File: config.mk
export PLATFORM = sky130hd
export DESIGN_NAME = fetch_unit
export DESIGN_NICKNAME = d
export VERILOG_FILES = /design/src/rtl/fetch_unit.sv
export SDC_FILE = /design/constraint.sdc
export NUM_CORES = 1
export LEC_CHECK = 0
export CORE_MARGIN = 2
export CORE_UTILIZATION = 46
export DETAILED_ROUTE_END_ITERATION = 16
export GPL_TIMING_DRIVEN = 0
export PLACE_DENSITY = 0.95
export SKIP_CTS_REPAIR_TIMING = 1
export SYNTH_ARGS = -nofsm -noshare
export SYNTH_HDL_FRONTEND = slang
export SYNTH_SLANG_ARGS = --single-unit
File: constraint.sdc
create_clock -name clk -period 4.25 [get_ports clk]
set_clock_uncertainty 0.2 [all_clocks]
set_input_delay 1.0625 -clock clk [delete_from_list [all_inputs] [get_ports clk]]
set_output_delay 1.0625 -clock clk [all_outputs]
set_load 0.05 [all_outputs]
File: src/rtl/fetch_unit.sv
`timescale 1ns/1ps
// fetch_unit: single-outstanding instruction fetch front end with a one-entry instruction buffer.
// Optional feature macro FETCH_MISALIGN_CHECK_EN: misaligned redirect/flush targets trap into a sticky FAULT state.
module fetch_unit #(
    parameter logic [31:0] RESET_PC = 32'h0000_0000
) (
    input  logic        clk,
    input  logic        rst_n,
    output logic        imem_req_valid,
    input  logic        imem_req_ready,
    output logic [31:0] imem_req_addr,
    input  logic        imem_rsp_valid,
    input  logic [31:0] imem_rsp_data,
    output logic        instr_valid,
    input  logic        instr_ready,
    output logic [31:0] instr,
    output logic [31:0] instr_pc,
    output logic [6:0]  opcode,
    output logic [2:0]  funct3,
    output logic        funct7b5,
    input  logic        redirect_valid,
    input  logic [31:0] redirect_target,
    input  logic        flush_valid,
    input  logic [31:0] flush_pc,
    output logic        misalign_fault
);
    localparam logic [31:0] NOP_INSTR = 32'h0000_0013;

    typedef enum logic [2:0] {
        S_START,
        S_REQ,
        S_WAIT,
        S_HOLD,
        S_DROP
`ifdef FETCH_MISALIGN_CHECK_EN
        , S_FAULT
`endif
    } state_t;

    state_t      state_reg, state_next;
    logic [31:0] pc_reg, pc_next;
    logic [31:0] instr_reg, instr_next;
    logic [31:0] instr_pc_reg, instr_pc_next;
    logic [31:0] redirect_addr, flush_addr;

`ifdef FETCH_MISALIGN_CHECK_EN
    logic fault_reg, fault_next;
    logic pend_reg, pend_next;
    logic redirect_bad, flush_bad;

    // Targets are taken verbatim; a nonzero low pair is trapped instead of masked.
    assign redirect_addr = redirect_target;
    assign flush_addr    = flush_pc;
    assign redirect_bad  = |redirect_target[1:0];
    assign flush_bad     = |flush_pc[1:0];
`else
    assign redirect_addr = redirect_target & ~32'h3;
    assign flush_addr    = flush_pc & ~32'h3;
`endif

    always_comb begin
        state_next    = state_reg;
        pc_next       = pc_reg;
        instr_next    = instr_reg;
        instr_pc_next = instr_pc_reg;
`ifdef FETCH_MISALIGN_CHECK_EN
        fault_next = fault_reg;
        pend_next  = pend_reg;
        // Tracks an in-flight response so leaving FAULT can still drain it.
        if (imem_rsp_valid)
            pend_next = 1'b0;
        if (state_reg == S_REQ && imem_req_ready)
            pend_next = 1'b1;
`endif
        case (state_reg)
            S_START: state_next = S_REQ;
            S_REQ: begin
                if (imem_req_ready)
                    state_next = S_WAIT;
            end
            S_WAIT: begin
                if (imem_rsp_valid) begin
                    instr_next    = imem_rsp_data;
                    instr_pc_next = pc_reg;
                    state_next    = S_HOLD;
                end
            end
            S_HOLD: begin
                if (instr_ready) begin
                    state_next = S_REQ;
                    pc_next    = redirect_valid ? redirect_addr : pc_reg + 32'd4;
`ifdef FETCH_MISALIGN_CHECK_EN
                    if (redirect_valid && redirect_bad) begin
                        state_next    = S_FAULT;
                        fault_next    = 1'b1;
                        instr_pc_next = redirect_target;
                    end
`endif
                end
            end
            S_DROP: begin
                if (imem_rsp_valid)
                    state_next = S_REQ;
            end
`ifdef FETCH_MISALIGN_CHECK_EN
            S_FAULT: state_next = S_FAULT;
`endif
            default: state_next = S_START;
        endcase

        // Flush overrides whatever the state logic decided above, including a concurrent capture.
        if (flush_valid) begin
            pc_next       = flush_addr;
            instr_next    = instr_reg;
            instr_pc_next = instr_pc_reg;
            case (state_reg)
                S_REQ:  state_next = imem_req_ready ? S_DROP : S_REQ;
                S_WAIT: state_next = imem_rsp_valid ? S_REQ : S_DROP;
                S_HOLD: state_next = S_REQ;
`ifdef FETCH_MISALIGN_CHECK_EN
                S_FAULT: state_next = (pend_reg && !imem_rsp_valid) ? S_DROP : S_REQ;
`endif
                default: ;
            endcase
`ifdef FETCH_MISALIGN_CHECK_EN
            if (flush_bad) begin
                state_next    = S_FAULT;
                fault_next    = 1'b1;
                instr_pc_next = flush_pc;
            end
`endif
        end
    end

    always_ff @(posedge clk or negedge rst_n) begin
        if (!rst_n) begin
            state_reg    <= S_START;
            pc_reg       <= RESET_PC;
            instr_reg    <= NOP_INSTR;
            instr_pc_reg <= RESET_PC;
`ifdef FETCH_MISALIGN_CHECK_EN
            fault_reg    <= 1'b0;
            pend_reg     <= 1'b0;
`endif
        end else begin
            state_reg    <= state_next;
            pc_reg       <= pc_next;
            instr_reg    <= instr_next;
            instr_pc_reg <= instr_pc_next;
`ifdef FETCH_MISALIGN_CHECK_EN
            fault_reg    <= fault_next;
            pend_reg     <= pend_next;
`endif
        end
    end

    assign imem_req_valid = (state_reg == S_REQ);
    assign imem_req_addr  = pc_reg;
    assign instr_valid    = (state_reg == S_HOLD);
    assign instr          = instr_reg;
    assign instr_pc       = instr_pc_reg;
    assign opcode         = instr_reg[6:0];
    assign funct3         = instr_reg[14:12];
    assign funct7b5       = instr_reg[30];
`ifdef FETCH_MISALIGN_CHECK_EN
    assign misalign_fault = fault_reg;
`else
    assign misalign_fault = 1'b0;
`endif

endmodule

# Yosys cells after proc, flatten, opt, wreduce, memory -nomap -nowiden
# Index checks and enable logic that the tools add are counted.
dict set report totals {
  ramBits 0
  latch_bits 0
  mem_bits_ro 0
  in_bits 103
  reg_bits 99
  n_memories 0
}
dict set report op_classes {
  n_reduce_logical 5
  n_mux 13
  magnitude_cmp 0
  n_div 0
  n_shift 0
  add_sub_neg 1
  n_eq_ne 4
  n_mul 0
  bitwise 1
}
# operator n
set ops {}
lappend ops {{32-bit two-way mux} 4}
lappend ops {{32-bit by 3-bit adder with 32-bit output, second input constant} 1}
lappend ops {{3-bit two-way mux} 7}
lappend ops {{3-bit case mux with 5 select lines} 1}
lappend ops {{3-bit case mux with 3 select lines} 1}
lappend ops {{3-bit by 2-bit == test with 1-bit output, second input constant} 2}
lappend ops {{2-bit nonzero test} 2}
lappend ops {{3-bit by 1-bit == test with 1-bit output, second input constant} 1}
lappend ops {{3-bit == test, second input constant} 1}
lappend ops {{3-bit zero test} 1}
lappend ops {{3-bit AND reduction} 1}
lappend ops {{2-bit AND reduction} 1}
lappend ops {{1-bit inverter} 1}

# Logic depth before layout (Yosys ltp)
dict set report depth {
  depth_word 5
  ltp_mapped 8
  mapped_depth_nobuf 6
}

# Worst setup path before layout
# No wires, ideal clock.
dict set report synth_timing {
  path_kind {flip-flop to output port}
  from {register state_reg[1]}
  to {output port imem_req_valid}
  path_slack_ns 1.308
  path_buffers 1
  arrival_time_ns 1.680
  t_required_ns 2.988
  path_stages_with_launch 3
  path_cell_list {dfrtp_1 buf_2 nor3b_1}
}
dict set report synth_via {
  elab_chain_cells 1
}
# item line
set synth_lines {}
lappend synth_lines {{start, declared} 40} ;# state_t state_reg, state_next;
lappend synth_lines {{start signal, assigned} 146} ;# state_reg <= state_next;
lappend synth_lines {{3-bit by 1-bit == test with 1-bit output} 157} ;# assign imem_req_valid = (state_reg == S_REQ);
lappend synth_lines {{end, declared} 9} ;# output logic imem_req_valid,
# Every way passes these cells.

# Final worst setup path
# Same ends and word-level chain as after synthesis.

==> results.yml <==
place:
  placed_cell_area_mm2: 0.00706
  place_congestion: 0.901
  dpl.hpwl_mm: 10.8
  numPortBuffers: 202
timing:
  slew_headroom_pct: 55.7
  tightest_slew_ns: 0.660
  finalCritPeriodShare_pct: 75.9
  fmax_mhz: 310
  drv_slew: 0
  hold_viol_final: 0
  setup_viol: 0
  rsz0062_at_grt: "false"
  post-route-min-period_ns: 3.23
floorplan:
  start_util_pct: 47.0
  core_area_mm2: 0.0103
  die-area_mm2: 0.0113
  rows: 37
  boundaryPins: 213
  die_h_um: 106
  dieWidth_um: 106
synthesis:
  ys_warn_count: 0
  synth_top_area_share_pct: 47.7
  syn_area_mm2: 0.00483
  synthArstFlopShare_pct: 100
  synth.distinct_cells: 54
  synth_top_family_by_area: "multiplexers"
  ys_seq_area_share_pct: 49.3
  synth_fa_ha_area_share_pct: 0.259
  yosys.area_share.simple_pct: 13.0
  synth_top_area_cell: "dfrtp_1"
  muxShareOfSynthArea_pct: 15.0
  synth_flop_cell: "dfrtp_1"
  synth_area_leaders: "dfrtp_1 (48%), mux2_2 (12%), xor2_1 (3.1%)"
  synth_edf_count: 0
  synth_xor_area_share_pct: 4.17
  netlist_instances: 429
  synth_seq_cells: 95
  synth_area_per_cell_um2: 11.3
  synth-compound-area-share_pct: 11.4
detailed_routing:
  route.detailed.drc: 0
  first_pass_iters: 5
  via_per_inst: 5.46
  routed_wl_mm: 14.1
  vias: 4299
  drtIter0Drc: 220
  ant_nets: 0
  wl_per_cell_um: 18.0
run_status:
  status: "finished clean"
clocking:
  cts.reportedPaths.clkPinSlew_ns: 0.09
  cts_made_buffers: 9
  cts.sinks: 95
  cts-htree-levels: 3
  clk_latency_ns: 0.37
  clk_path_buf_depth: 2
  tritoncts: "yes"
  root_buffer: "clkbuf_8"
setup_path:
  critPathCaptureType: "output pin"
  cp.required_ns: 2.99
  worst_ep_arrival_time_ns: 1.97
  ff2ff_setup_slack_ns: 1.82
  r2r-start: "imem_req_addr[2]$_DFFE_PN0P_"
  critPathLaunchType: "register"
  crit_start: "state_reg[1]$_DFF_PN0_"
  path_class: "register to output pin"
  cp_max_fo: 10
cells_and_area:
  final_area_mm2: 0.00728
  drive_above_1_share_pct: 17.8
  area_delta_synth_final_pct: 50.7
  final_nets: 751
  num-fill-cells: 756
  diodes: 0
  largest_register_ffs: 32
global_route:
  grt_pass1_vias: 4455
  grt_overflow_total: 0
  grt_pass1_wl_mm: 22.1
  grt_usage_pct: 24.8
  antenna_found_initial: 0
  grt_max_degree: 56
power_and_ir_drop:
  p_total_mw: 4.82
  ir_worst_vdd_uv: 401
  power_density_mw_per_mm2: 662
  p_leak_nw: 3.11
worst_hold_path:
  min-delay-start: "instr_pc[23]$_DFFE_PN0P_"
  min-delay-path-class: "register to register"
run:
  maxCapViolCount: 0
==> kinds of logic after synthesis <==
| family | after synthesis |
|---|---|
| fa+ha+maj | 1 |
| flops | 95 |
| compound gates | 87 |
| xor+xnor | 23 |
| buf+inv | 50 |
| other cells | 1 |
| simple gates | 107 |
| mux | 65 |
==> worst max-delay path, stage by stage, from the launching register on <==
cell             delay (ns)
dfrtp_1                0.38
buf_2                  0.18
nor3b_1                0.21
clkdlybuf4s50_1        0.83
==> cells in the final DEF, fill, tap and decap left out, types with 5 or more instances in the layout <==
| cell type | instances |
|---|---|
| clkdlybuf4s50_1 | 201 |
| dfrtp_1 | 92 |
| mux2_2 | 52 |
| nand2_1 | 35 |
| o21ai_0 | 28 |
| buf_4 | 20 |
| a21oi_1 | 18 |
| xor2_1 | 17 |
| nor2_1 | 14 |
| clkbuf_1 | 13 |
| a22oi_1 | 13 |
| nand3_1 | 11 |
| mux2_1 | 9 |
| nand4_1 | 9 |
| clkbuf_8 | 9 |
| buf_6 | 8 |
| o211ai_1 | 8 |
| and3_1 | 6 |
| xnor2_1 | 6 |
| buf_2 | 5 |
| conb_1 | 5 |
==> stage by stage <==
stage	setup TNS, ns	cells	hold slack, ns	setup slack [ns]	utilization (%)
finish	0	788	0.302	1.02	70.9
floorplan	0	433	0.376	1.31	-
global placement	-141.47	771	0.270	-1.53	68.5
CTS	0	788	0.301	1.01	70.9
global route	0	788	0.322	0.950	70.9
detailed placement	0	772	0.280	0.861	68.7
==> layer usage <==
layer / GRT usage [%] / wire (um) / part of all wire, %
met4: 10.9 / 406 / 2.9
met2: 44.0 / 7200 / 51
met3: 5.03 / 1050 / 7.4
met1: 29.0 / 5490 / 39
met5: 0 / 0 / 0
==> power breakdown <==
group | internal (mW) | total, mW | switching, mW
combinational | 1.01 | 2.71 | 1.70
sequential | 1.22 | 1.45 | 0.232
clock | 0.334 | 0.662 | 0.329
total | 2.56 | 4.82 | 2.26
==> synth_stat cells (all sizes together) (10+ instances only) <==
| library cell | n |
|---|---|
| a21oi | 18 |
| a22oi | 13 |
| buf | 32 |
| clkbuf | 13 |
| dfrtp | 92 |
| mux2 | 61 |
| nand2 | 35 |
| nand3 | 12 |
| nand4 | 10 |
| nor2 | 14 |
| o211ai | 10 |
| o21ai | 31 |
| xor2 | 17 |
==> final cells by class <==
class                   count  area [um2]  share of cell area [%]
plain buffers              45         307                    4.21
clock buffers               9         124                    1.70
clock inverters             7        95.1                    1.31
inverters                   5        18.8                   0.258
multi-input cells         288        2140                    29.4
flip-flops and latches     95        2380                    32.7
well taps                 136         170                    2.34
repair buffers            203        2050                    28.1
==> worst paths after layout <==
path | endpoint | cells past startpoint
worst min-delay path | instr_pc[23]$_DFFE_PN0P_ | 1
worst max register to register | imem_req_addr[26]$_DFFE_PN0P_ | 6
worst max-delay path | imem_req_valid | 3
min in group asynchronous | instr_pc[4]$_DFFE_PN0P_ | 1
max in group asynchronous | instr[0]$_DFFE_PN1P_ | 2
worst min register to register | instr_pc[23]$_DFFE_PN0P_ | 1
No activity file was read; power rests on OpenSTA's default activity.
